[src/rtl/bp_pkg.sv]
// bp_pkg: shared types, default sizes and helpers for the branch-prediction
// resolve queue.
//   bp_entry_t  one queued prediction {pc, taken} at the default PC width
//   ptr_w()     read/write pointer width: index bits plus one wrap bit
package bp_pkg;

   localparam int unsigned BP_DEPTH  = 8;
   localparam int unsigned BP_PC_W   = 32;
   localparam int unsigned BP_STAT_W = 32;

   typedef struct packed {
      logic [BP_PC_W-1:0] pc;
      logic               taken;
   } bp_entry_t;

   function automatic int unsigned ptr_w(input int unsigned depth);
      return $clog2(depth) + 1;
   endfunction

endpackage

[src/rtl/bp_sat_counter.sv]
// bp_sat_counter: saturating event counter.
// Ports:
//   clk_i    in   clock, rising edge
//   rst_i    in   asynchronous active-high reset, clears the count
//   inc_i    in   count one event this cycle
//   value_o  out  STAT_W current count, sticks at all-ones
module bp_sat_counter #(
   parameter int unsigned STAT_W = 32
) (
   input  logic              clk_i,
   input  logic              rst_i,
   input  logic              inc_i,
   output logic [STAT_W-1:0] value_o
);

   logic [STAT_W-1:0] value_q;

   always_ff @(posedge clk_i or posedge rst_i) begin
      if (rst_i) begin
         value_q <= '0;
      end else if (inc_i && (value_q != '1)) begin
         value_q <= value_q + 1'b1;
      end
   end

   assign value_o = value_q;

endmodule

[src/rtl/bp_resolve_queue.sv]
// bp_resolve_queue: in-order queue of outstanding branch predictions.
// Fetch pushes {pc, taken}; execute resolves the head. Each accepted pop gives a
// registered one-cycle update strobe with the actual direction and PC for the
// history tracker, plus a one-cycle mispredict pulse for fetch redirect.
// A mispredicting pop or flush_i discards every younger (wrong-path) entry.
// Optional feature: define BP_STATS_EN to add saturating statistics counters
// (ports stat_resolved_o, stat_mispred_o; parameter STAT_W).
// Ports:
//   clk_i, rst_i                  clock; async active-high reset
//   en_i                          pipeline enable, 0 freezes all state
//   pred_valid_i/pc_i/taken_i     push side; pred_ready_o = !full_o
//   resolve_valid_i/taken_i       pop side (oldest branch)
//   flush_i                       discard all entries
//   update_en_o, last_taken_o,
//   update_pc_o, mispredict_o     registered pop results
//   count_o, full_o, empty_o      occupancy
module bp_resolve_queue
   import bp_pkg::*;
#(
   parameter int unsigned DEPTH  = BP_DEPTH,
   parameter int unsigned PC_W   = BP_PC_W
`ifdef BP_STATS_EN
   ,
   parameter int unsigned STAT_W = BP_STAT_W
`endif
) (
   input  logic                       clk_i,
   input  logic                       rst_i,
   input  logic                       en_i,
   input  logic                       pred_valid_i,
   input  logic [PC_W-1:0]            pred_pc_i,
   input  logic                       pred_taken_i,
   output logic                       pred_ready_o,
   input  logic                       resolve_valid_i,
   input  logic                       resolve_taken_i,
   input  logic                       flush_i,
   output logic                       update_en_o,
   output logic                       last_taken_o,
   output logic [PC_W-1:0]            update_pc_o,
   output logic                       mispredict_o,
   output logic [$clog2(DEPTH):0]     count_o,
   output logic                       full_o,
`ifdef BP_STATS_EN
   output logic [STAT_W-1:0]          stat_resolved_o,
   output logic [STAT_W-1:0]          stat_mispred_o,
`endif
   output logic                       empty_o
);

   localparam int unsigned IW = $clog2(DEPTH);
   localparam int unsigned PW = ptr_w(DEPTH);

   typedef struct packed {
      logic [PC_W-1:0] pc;
      logic            taken;
   } entry_t;

   entry_t          mem [DEPTH];
   entry_t          head;
   logic [PW-1:0]   wr_ptr_q, wr_ptr_d;
   logic [PW-1:0]   rd_ptr_q, rd_ptr_d;
   logic            full, empty;
   logic            push, pop, mispred, discard, write;

   logic            update_en_q, last_taken_q, mispredict_q;
   logic [PC_W-1:0] update_pc_q;

   assign head = mem[rd_ptr_q[IW-1:0]];

   always_comb begin
      empty = (wr_ptr_q == rd_ptr_q);
      full  = (wr_ptr_q[IW-1:0] == rd_ptr_q[IW-1:0]) && (wr_ptr_q[IW] != rd_ptr_q[IW]);

      pop     = en_i & resolve_valid_i & ~empty;
      mispred = pop & (head.taken != resolve_taken_i);
      // When full, a push is still taken if the head leaves in the same cycle;
      // the slot it writes is the one being popped.
      push    = en_i & pred_valid_i & (~full | pop);
      // Wrong-path or flushed: everything younger than the (possibly popped) head goes.
      discard = mispred | (en_i & flush_i);
      write   = push & ~discard;

      rd_ptr_d = rd_ptr_q + PW'(pop);
      wr_ptr_d = discard ? rd_ptr_d : (wr_ptr_q + PW'(push));
   end

   always_ff @(posedge clk_i or posedge rst_i) begin
      if (rst_i) begin
         wr_ptr_q     <= '0;
         rd_ptr_q     <= '0;
         update_en_q  <= 1'b0;
         last_taken_q <= 1'b0;
         mispredict_q <= 1'b0;
         update_pc_q  <= '0;
      end else begin
         wr_ptr_q     <= wr_ptr_d;
         rd_ptr_q     <= rd_ptr_d;
         update_en_q  <= pop;
         mispredict_q <= mispred;
         if (pop) begin
            last_taken_q <= resolve_taken_i;
            update_pc_q  <= head.pc;
         end
      end
   end

   // Storage has no reset; only entries between the pointers are ever read out.
   always_ff @(posedge clk_i) begin
      if (write) begin
         mem[wr_ptr_q[IW-1:0]] <= '{pc: pred_pc_i, taken: pred_taken_i};
      end
   end

   assign pred_ready_o = ~full;
   assign full_o       = full;
   assign empty_o      = empty;
   assign count_o      = wr_ptr_q - rd_ptr_q;
   assign update_en_o  = update_en_q;
   assign last_taken_o = last_taken_q;
   assign update_pc_o  = update_pc_q;
   assign mispredict_o = mispredict_q;

`ifdef BP_STATS_EN
   bp_sat_counter #(
      .STAT_W (STAT_W)
   ) u_stat_resolved (
      .clk_i   (clk_i),
      .rst_i   (rst_i),
      .inc_i   (pop),
      .value_o (stat_resolved_o)
   );

   bp_sat_counter #(
      .STAT_W (STAT_W)
   ) u_stat_mispred (
      .clk_i   (clk_i),
      .rst_i   (rst_i),
      .inc_i   (mispred),
      .value_o (stat_mispred_o)
   );
`endif

endmodule
[config.mk]
export PLATFORM = sky130hd
export DESIGN_NAME = bp_resolve_queue
export DESIGN_NICKNAME = d
export VERILOG_FILES = /design/src/rtl/bp_pkg.sv /design/src/rtl/bp_sat_counter.sv /design/src/rtl/bp_resolve_queue.sv
export SDC_FILE = /design/constraint.sdc
export NUM_CORES = 1
export LEC_CHECK = 0
export ABC_AREA = 1
export CELL_PAD_IN_SITES_DETAIL_PLACEMENT = 1
export CELL_PAD_IN_SITES_GLOBAL_PLACEMENT = 1
export CORE_MARGIN = 1
export CORE_UTILIZATION = 25
export DETAILED_ROUTE_END_ITERATION = 10
export PLACE_DENSITY_LB_ADDON = 0.1
export SETUP_SLACK_MARGIN = 0.02
export SLEW_MARGIN = 20
export SYNTH_ARGS = -nofsm -noshare
export SYNTH_HDL_FRONTEND = slang
export SYNTH_SLANG_ARGS = --single-unit
[constraint.sdc]
create_clock -name clk_i -period 7.75 [get_ports clk_i]
set_input_delay 0.775 -clock clk_i [delete_from_list [all_inputs] [get_ports clk_i]]
set_output_delay 0.775 -clock clk_i [all_outputs]
set_load 0.05 [all_outputs]
; Word level (Yosys, flattened, before mapping)
; Memories as Yosys holds them, arrays and structs flattened.
; Cells that the tools add are included.
[totals]
reg_bits = 43
memories = 1
output_inout_bits = 42
mem_bits_rw = 264
word_cells = 30
inputBits = 40
[memory_table]
columns = memory, words, word_bits, rd, rd_ports_with_merged_regs, wr, line
row1 = mem, 8, 33, 1, 0, 1, bp_resolve_queue.sv:58  ; entry_t mem [DEPTH];
[op_classes]
eq_ne = 4
n_bitwise = 12
add_sub_neg = 3
reduce_logical = 1
n_mux = 3
[ops]
columns = op, count
row1 = $add 4x1->4, 2
row2 = $and 1x1->1, 7
row3 = $eq 4x4->1, 1
row4 = $mux 4, 1
row5 = $sub 4x4->4, 1
row6 = $eq 3x3->1, 1
row7 = $not 1->1, 3
row8 = $mux 1, 2
row9 = $ne 1x1->1, 2
row10 = $or 1x1->1, 2
row11 = $logic_and 1x1->1, 1

; Logic depth before layout (Yosys ltp)
[logic_depth]
word_depth = 9
ltp_mapped = 14
depth_no_buf = 12

; Worst setup path before layout
; OpenSTA, ideal clock, no wires.
[synth_path]
path_type = register -> register
start = reg rd_ptr_q[1]
end = mem mem[0][0] (netlist bit), enable pin
t_arrival_ns = 3.528
required_time_ns = 7.327
setup_time_ns = 0.423
slack_ns = 3.798
path_stages_with_launch = 11
n_path_buf = 2
period_less_slack_ns = 3.952
path_cell_list = dfrtp_1 > inv_2 > clkbuf_2 > buf_2 > ha_1 > nand3_1 > nor2_2 > nor2_8 > nand3_4 > nand3_4 > nor2_1
[synth_between]
elab_chain_cells = 9
elab_cells_between_ends = 16
classes_between = 3 x eq/ne / 2 x mux / 9 x bitwise / 1 x reduce/logical / 1 x memory
[synth_rtl]
columns = element, line
row1 = start: declaration, bp_resolve_queue.sv:61  ; logic [PW-1:0] rd_ptr_q, rd_ptr_d;
row2 = start signal: assignment, bp_resolve_queue.sv:97  ; rd_ptr_q <= rd_ptr_d;
row3 = $eq 4x4->1 *, bp_resolve_queue.sv:71  ; empty = (wr_ptr_q == rd_ptr_q);
row4 = via empty_o, bp_resolve_queue.sv:47  ; output logic empty_o
row5 = $not 1->1 *, bp_resolve_queue.sv:74  ; pop = en_i & resolve_valid_i & ~empty;
row6 = $and 1x1->1 *, bp_resolve_queue.sv:74
row7 = $and 1x1->1, bp_resolve_queue.sv:75  ; mispred = pop & (head.taken != resolve_taken_i);
row8 = $or 1x1->1, bp_resolve_queue.sv:80  ; discard = mispred | (en_i & flush_i);
row9 = $not 1->1, bp_resolve_queue.sv:81  ; write = push & ~discard;
row10 = $and 1x1->1 *, bp_resolve_queue.sv:81
row11 = $mux 1 *, bp_resolve_queue.sv:109  ; if (write) begin
row12 = $mux 1 (not written as such) *, bp_resolve_queue.sv:110  ; mem[wr_ptr_q[IW-1:0]] <= '{pc: pred_pc_i, taken: pred_taken_i};
row13 = end: declaration, bp_resolve_queue.sv:58
; Mark *: on every way through the listed nets, which the timed path passes. The rest lies on a longest branch.

; Worst setup path in the final report
[layout_path]
start = reg rd_ptr_q[1]
end = out empty_o
[layout_between]
elab_chain_cells = 1
[layout_rtl]
columns = element, line
row1 = $eq 4x4->1, bp_resolve_queue.sv:71
row2 = end: declaration, bp_resolve_queue.sv:47
; No other way between the ends.

==> flow_summary_export.csv <==
group,metric,value,unit
timing,maxSlewHeadroom,29.0,%
layout,drive_above_1_share,8.71,%
timing,rsz0062_at_grt,"no",
logic_synthesis,synth_warnings,0,
clock_network,cts_buffers,37,
critical_path,crit-reg2reg-capture,"mem[5][22]",
grt,grt_pass1_vias,7848,
critical_path,crit_arrival,3.90,ns
critical_path,crit_chain,"buf_4 -> inv_2 -> ha_1 -> nand3_1 -> nor2_2 -> clkdlybuf4s50_1",
pwr,vdd_drop_max,0.179,mV
logic_synthesis,synth_area_per_cell,13.3,um^2
place,dp_slack,3.25,ns
timing,period_share,60.4,%
timing,setup_ws,3.07,ns
grt,grt_max_degree,99,
critical_path,ff2ff_path_depth,10,
timing,hold-worst-slack,0.481,ns
route,vias_per_cell,4.52,
logic_synthesis,syn_inst,902,
clock_network,clock_sinks,307,
logic_synthesis,synth_fp_nets,950,
place,port_buffers,81,
floorplanning,initial_core_util,25.5,%
route,drtPass1Iterations,4,
clock_network,clkTransAtPathRegs,0.06,ns
layout,final_common_cell,"edfxtp_1",
critical_path,endpoint,"empty_o",
critical_path,crit_path_top_delay_cell,"clkdlybuf4s50_1",
clock_network,post_cts_buffers,0,
floorplanning,io_pins,82,
floorplanning,die_h,221,um
grt,grtUsageTotal,13.8,%
clock_network,cts_resized,0,
floorplanning,dieArea,48800,um^2
route,wl,33000,um
layout,diodes,0,
pwr,p_per_area,400,nW/um^2
floorplanning,fp.dieW,221,um
logic_synthesis,synth_area,12000,um^2
route,ant_nets,0,
run,drv_cap,0,
route,routedWlPerCell,20.4,um
clock_network,clockBufferDepth,3,
grt,globalRouteOverflowTotal,0,
critical_path,crit_path_end_kind,"primary output",
layout,final_nets,1030,
timing,skew,0.0152,ns
route,num_vias,7314,
logic_synthesis,ys_seq_area_share,75.1,%
pwr,leakage,5.05,nW
timing,drv_slew,0,
logic_synthesis,synth_seq_cells,307,
logic_synthesis,synth_cell_types,29,
floorplanning,core_area,47000,um^2
critical_path,worstSetupPathType,"register to primary output",
critical_path,rrSetupSlack,3.38,ns
clock_network,cts_tree,"built",
layout,area_growth,22.1,%
critical_path,cp.required,6.97,ns
critical_path,start_kind,"register",
timing,worstMarginPinSlew,1.06,ns
route,drcViolationCount,0,
clock_network,cts-root-buf,"clkbuf_16",
place,place_hpwl,17900,um
timing,fin_crit,4.68,ns
clock_network,htreeDepth,2,
grt,grt_pass1_wl,50700,um
clock_network,cts_hold_buf,0,
critical_path,crit_start,"rd_ptr_q[1]",
place,routabilityCongestion,0.680,
timing,timing.setup.tns,0,ns
critical_path,r2r-start,"rd_ptr_q[1]",
floorplanning,rows,79,
critical_path,crit_path_max_incr_delay,0.86,ns
timing,max_freq,0.214,GHz
timing,hold_violations,0,
min_path,hold_class,"register to register",
status,status,"completed",
clock_network,clkLatencyLatePin,0.54,ns
layout,final_cell_mix,"edfxtp_1, nand2_1, o21ai_0",
place,dp_cells,1550,
grt,antenna_found_initial,0,
route,first_iter_violations,351,
critical_path,critical_path.max_fanout,60,
layout,instances_no_fill,1617,
timing,setup_viol,0,
## sequential cells by signal, summed over array words and instances, names as in the netlist
signal,cells
mem,264
update_pc_o,32
rd_ptr_q,4
wr_ptr_q,4
last_taken_o,1
mispredict_o,1
update_en_o,1
## through the flow
stage | utilization [%] | instance area, um^2 | total power, W
2_1_floorplan | - | 12000 | 0.00351
6_report | 31.2 | 14600 | 0.00586
3_3_place_gp | 28.6 | 13400 | 0.00423
4_1_cts | 31.2 | 14600 | 0.00599
3_5_place_dp | 28.6 | 13400 | 0.00424
5_1_grt | 31.2 | 14600 | 0.00622
## critical path: cells and delay by family (launching register included)
kind / cells / cell delay [ns]
DFF: 1 / 0.34
adders and majority gates: 1 / 0.52
and+or+nand+nor: 2 / 0.37
buffers and inverters: 3 / 2.11
## power breakdown
part	leakage, nW	switching, W	internal, W	total, W
Clock	0.588	0.000682	0.00104	0.00172
Combinational	1.55	0.00144	0.000587	0.00203
Sequential	2.91	0.000125	0.00199	0.00211
## worst min path at each step
stage                     depth (start not counted)         endpoint            start
final                                             2   update_pc_o[5]   update_pc_o[5]
after global routing                              2   update_pc_o[5]   update_pc_o[5]
after CTS                                         2  update_pc_o[20]  update_pc_o[20]
after detailed placement                          2  update_pc_o[29]  update_pc_o[29]
after global placement                            2   update_pc_o[5]   update_pc_o[5]
after floorplan                                   1      rd_ptr_q[3]      rd_ptr_q[3]
## cells in the mapped netlist
cell	instances	area (um^2)
o21ai_0	116	581
nor2_1	116	435
clkbuf_1	21	78.8
a21oi_1	12	60.1
ha_1	7	87.6
nand3_4	2	35.0
o21ai_1	4	20.0
o21ai_2	1	8.76
nand2_1	119	447
edfxtp_1	264	7930
inv_1	32	120
clkbuf_2	1	5.00
buf_4	5	37.5
nor2_2	1	6.26
nand4_1	14	87.6
buf_2	23	115
xor2_1	2	17.5
fa_1	1	20.0
nor2_8	1	20.0
dfrtp_1	43	1080
xor2_2	1	16.3
o22ai_1	14	87.6
nand3_1	46	230
inv_2	3	11.3
xnor2_1	4	35.0
o211ai_1	10	75.1
o221ai_1	33	289
buf_6	5	56.3
nand2_2	1	6.26
## cells by family (layout without fill, tap and decap cells)
kind of cell	after synthesis	in the layout	share of synthesized area, %
flops	307	307	75.1
simple gates	300	300	10.6
compound gates	190	190	9.35
buf+inv	90	198	3.54
fa+ha+maj	8	8	0.897
xor+xnor	7	7	0.574
## per-layer routing
metal | vias to the layer above | routed length, um | track usage (%)
li1 | 3449 | - | -
met1 | 3734 | 15400 | 18.4
met2 | 99 | 16000 | 22.9
met3 | 32 | 1130 | 2.79
met4 | 0 | 452 | 3.34
met5 | - | 0 | 0
## layout make-up
type / instances / area [um^2]
fillers: 4930 / 32300
flip-flops and latches: 307 / 9010
multi-input cells: 505 / 2630
clock buffers: 56 / 1090
repair buffers: 96 / 923
well taps: 607 / 759
inverters: 35 / 133
clock inverters: 11 / 109
No activity file was read; power rests on OpenSTA's default activity.
==> patch 1: new RTL, same settings <==
The package constant `BP_DEPTH` goes from 8 to 4.
--- a/src/rtl/bp_pkg.sv
+++ b/src/rtl/bp_pkg.sv
@@ -6,3 +6,3 @@
 
-   localparam int unsigned BP_DEPTH  = 8;
+   localparam int unsigned BP_DEPTH  = 4;
    localparam int unsigned BP_PC_W   = 32;
Interface: changed (resized count_o); port bits go from 82 to 81. The function was not compared with the original's and may differ.
==> patch 1 against the original RTL <==
  * The flow now finishes with violations (DRC)
  * Final area fell by 42%
  * Sequential power fell by 38%
  * Sequential cell count fell by 134
  * Cell count fell by 41%
  * Hold slack improved by 0.054 ns
  * First-iteration DRC count fell by 48%
  * Synthesized area fell by 44%
  * Sequential share of layout area fell by 2.5 points
  * Wire length fell by 52%
  * Setup slack improved by 0.51 ns
  * Total power fell by 40%
  * Register-to-register slack improved by 0.20 ns
  * Critical path depth rose by 4
  * Critical endpoint is now mem[1][29]
  * Largest power group is now combinational logic
  * Highest routed layer unchanged
==> patch 1: results (changes against the original RTL) <==
Worst hold path cell count: 1 (was 2)
GP Congestion: 0.676 (was 0.680)
Pint: 2.10 mW (was 3.61 mW)
Post-synth cell types: 22 (was 29)
Hold Path Sink: rd_ptr_q[2] (was update_pc_o[5])
CTS Buf Count: 17 (was 37)
Clock network area share: 0.0706 (was 0.0818)
Hold path start: rd_ptr_q[2] (was update_pc_o[5])
Seq Cell Count: 173 (was 307)
Non-clock buffer count: 86 (was 96)
Syn Nets: 573 (was 950)
Worst skew pair latency: 0.42 ns (was 0.54 ns)
EDFF count, synth: 132 (was 264)
Root buf cell: clkbuf_16 (unchanged)
Multi-input combinational area share: 0.174 (was 0.179)
R2r setup slk: 3.58 ns (was 3.38 ns)
Setup CP Type: reg -> reg (was reg -> out)
Clock share of power: 0.245 (was 0.293)
Fillers: 2852 (was 4930)
Count of multi-input gates: 309 (was 505)
Worst path slowest cell: clkinv_2 (was clkdlybuf4s50_1)
CP peak stage delay: 0.84 ns (was 0.86 ns)
Share of cells above drive strength 1: 0.0812 (was 0.0871)
DRC Markers: 16 (was 0)
Largest register FFs: 132 (was 264)
CP Data Arrival Time: 4.30 ns (was 3.90 ns)
Global-route usage over all layers: 0.123 (was 0.138)
Final non-clock buffer share: 0.108 (was 0.0630)
Comb power frac: 0.383 (was 0.346)
CP Launch Point: rd_ptr_q[0] (was rd_ptr_q[1])
Synth top area cells: edfxtp_1, dfrtp_1, nor2_1 (was edfxtp_1, dfrtp_1, o21ai_0)
Vias: 4116 (was 7314)
Max_slew headroom: 0.384 (was 0.290)
DP Wirelength: 9.44 mm (was 17.9 mm)
First-pass GRT wire length: 24.6 mm (was 50.7 mm)
Setup Skew: 0.0107 ns (was 0.0152 ns)
DR iter-0 viols: 182 (was 351)
Register area share after synthesis: 0.748 (was 0.751)
Outcome: finished, violations left (was finished clean)
Maximum fanout along the worst path: 66 (was 60)
H-tree Lvls: 4 (was 2)
Failing checks: DRC
Signal inverters: 16 (was 35)
CTS Buffer Depth: 2 (was 3)
Lkg Pwr: 2.96 nW (was 5.05 nW)
R2R Path End: mem[1][29] (was mem[5][22])
patch 1: logic make-up (layout without fill, tap and decap cells):
group	after synthesis	count (layout)	synth area share
AND/OR/NAND/NOR	201	201	0.117
flip-flops	173	173	0.748
AO/OA/AOI/OAI	98	98	0.0812
buffers and inverters	44	134	0.0364
adder cells (fa/ha/maj)	7	7	0.0142
XOR/XNOR	3	3	0.00394
patch 1: stage by stage:
step	cells	utilization	hold slack, ns	setup slack (ns)	instance area, um2
2_1_floorplan	526	-	0.479	4.26	6680
3_3_place_gp	915	0.297	0.520	3.45	7760
3_5_place_dp	915	0.297	0.537	3.36	7760
4_1_cts	947	0.320	0.547	3.35	8360
5_1_grt	951	0.324	0.577	3.10	8450
6_report	951	0.324	0.535	3.58	8450
patch 1: per-layer routing:
metal / wire (um) / share of wire / GRT usage
met4: 132 / 0.0083 / 0.0372
met2: 7680 / 0.49 / 0.210
met1: 7480 / 0.47 / 0.154
met3: 541 / 0.034 / 0.0290
met5: 0 / 0 / 0
==> patch 2: new RTL, same settings <==
Made on the original files. The output `mispredict_o` loses its register stage (`mispredict_q` becomes a continuous assignment).
--- a/src/rtl/bp_resolve_queue.sv
+++ b/src/rtl/bp_resolve_queue.sv
@@ -92,3 +92,2 @@
          last_taken_q <= 1'b0;
-         mispredict_q <= 1'b0;
          update_pc_q  <= '0;
@@ -98,3 +97,2 @@
          update_en_q  <= pop;
-         mispredict_q <= mispred;
          if (pop) begin
@@ -105,2 +103,4 @@
    end
+
+   assign mispredict_q = mispred;
 
Check against the original RTL: not equivalent (Yosys sat finds a counterexample within 4 cycles, from zero or initial values and one cycle with rst_i high).
==> patch 2 against the original RTL <==
  * The run now ends with DRC left
  * Maximum frequency is 5.6% lower
  * Hold slack worse by 0.0051 ns
  * Synthesized cell count is 0.11% lower
  * Setup slack worse by 0.28 ns
  * Utilization is 0.092 points lower
  * Sequential cell count is 1 lower
  * Total power is 1.1% lower
  * Final area is 0.50% lower
  * Synthesized area is 0.21% lower
  * Critical path depth is 4 higher
  * Wire length hardly changed
==> patch 2: results (changes against the original RTL) <==
Outcome: finished, violations left (was finished clean)
Failing checks: DRC
Vias: 7322 (was 7314)
R2R Path End: mem[2][4] (was mem[5][22])
GP Congestion: 0.664 (was 0.680)
Worst VDD drop: 0.146 mV (was 0.179 mV)
CP Data Arrival Time: 4.18 ns (was 3.90 ns)
Setup Skew: 0.0152 ns (about the same)
Vias in the first global route: 7767 (was 7848)
Fillers: 4999 (was 4930)
Final nets: 1029 (was 1030)
Min-delay worst type: reg -> reg (unchanged)
Syn Nets: 949 (was 950)
P_sw: 2.25 mW (about the same)
Synth async-reset ratio: 0.137 (was 0.140)
Global-route usage over all layers: 0.140 (was 0.138)
DRC Markers: 8 (was 0)
First-pass GRT wire length: 50.2 mm (was 50.7 mm)
Placed cells: 1549 (was 1550)
Hold Path Sink: update_pc_o[4] (was update_pc_o[5])
Cells after Synth: 901 (was 902)
Worst slew pin tran: 0.938 ns (was 1.06 ns)
Hold path start: update_pc_o[4] (was update_pc_o[5])
Register-to-Register Path Depth: 11 (was 10)
WL/cell: 20.4 um (about the same)
Largest net degree at the start of global routing: 101 (was 99)
Lkg Pwr: 5.00 nW (was 5.05 nW)
DRT Pass-1 Iters: 7 (was 4)
CP peak stage delay: 0.80 ns (was 0.86 ns)
DP Wirelength: 17.8 mm (was 17.9 mm)
Maximum fanout along the worst path: 60 (unchanged)
Register area share after synthesis: 0.750 (was 0.751)
patch 2: changes by cell type in the layout (fill, tap and decap cells not counted):
| cell | unedited run | this run |
|---|---|---|
| clkbuf_1 | 12 | 14 |
| clkbuf_8 | 5 | 2 |
| nor2_1 | 108 | 107 |
| clkinv_4 | 1 | 0 |
| clkinvlp_4 | 0 | 1 |
| nor2_2 | 1 | 2 |
| bufinv_16 | 2 | 1 |
| clkinv_1 | 3 | 7 |
| clkinv_2 | 5 | 4 |
| buf_6 | 0 | 1 |
| dfrtp_1 | 41 | 40 |
| buf_4 | 15 | 14 |
patch 2: kinds of logic (layout without fill, tap and decap cells):
kind of cell	Yosys count	count (layout)	synth area share
flip-flops	306	306	0.750
buffers and inverters	90	199	0.0354
adder cells (fa/ha/maj)	8	8	0.00899
XOR/XNOR	7	7	0.00575
AND/OR/NAND/NOR	300	300	0.106
AO/OA/AOI/OAI	190	190	0.0937
patch 2: layout make-up:
class	count	area share
Clock buffer	55	0.0725
Clock inverter	13	0.00601
Inverter	35	0.00910
Multi-Input combinational cell	505	0.180
Sequential cell	306	0.616
Tap cell	607	0.0521
Timing Repair Buffer	96	0.0636
patch 2: power by group through the flow:
stage	logic, mW	registers, mW	clock network, mW
floorplan	1.11	2.38	0
global placement	2.08	2.14	0
detailed placement	2.09	2.14	0
CTS	2.10	2.11	1.72
global route	2.25	2.14	1.77
finish	2.04	2.11	1.65
patch 2: metal layers:
layer | share of wire | GRT usage | vias to the layer above
met3 | 0.031 | 0.0228 | 46
met5 | 0 | 0 | -
li1 | - | - | 3454
met2 | 0.47 | 0.224 | 102
met1 | 0.48 | 0.193 | 3720
met4 | 0.019 | 0.0438 | 0
patch 2: worst min-delay path, stage by stage, from the launching register on:
cell	delay (ns)
dfrtp_1	0.34
nand2_1	0.05
nand2_1	0.05
patch 2: worst max path at each step:
stage,startpoint,to,slack (ns),cells after the start
after detailed placement,rd_ptr_q[1],mispredict_o,3.23,10
after floorplan,rd_ptr_q[1],mem[0][0],3.80,10
final,rd_ptr_q[1],mispredict_o,2.79,10
after CTS,rd_ptr_q[1],mispredict_o,2.64,10
after global placement,rd_ptr_q[1],mispredict_o,3.24,10
after global routing,rd_ptr_q[1],mispredict_o,2.52,10
patch 2: through the flow:
| step | hold WS, ns | setup slack, ns | utilization | cell area (um2) |
|---|---|---|---|---|
| after floorplan | 0.523 | 3.80 | - | 12000 |
| after global placement | 0.465 | 3.24 | 0.287 | 13400 |
| after detailed placement | 0.468 | 3.23 | 0.287 | 13400 |
| after CTS | 0.484 | 2.64 | 0.311 | 14600 |
| after global routing | 0.511 | 2.52 | 0.311 | 14600 |
| final | 0.476 | 2.79 | 0.311 | 14600 |
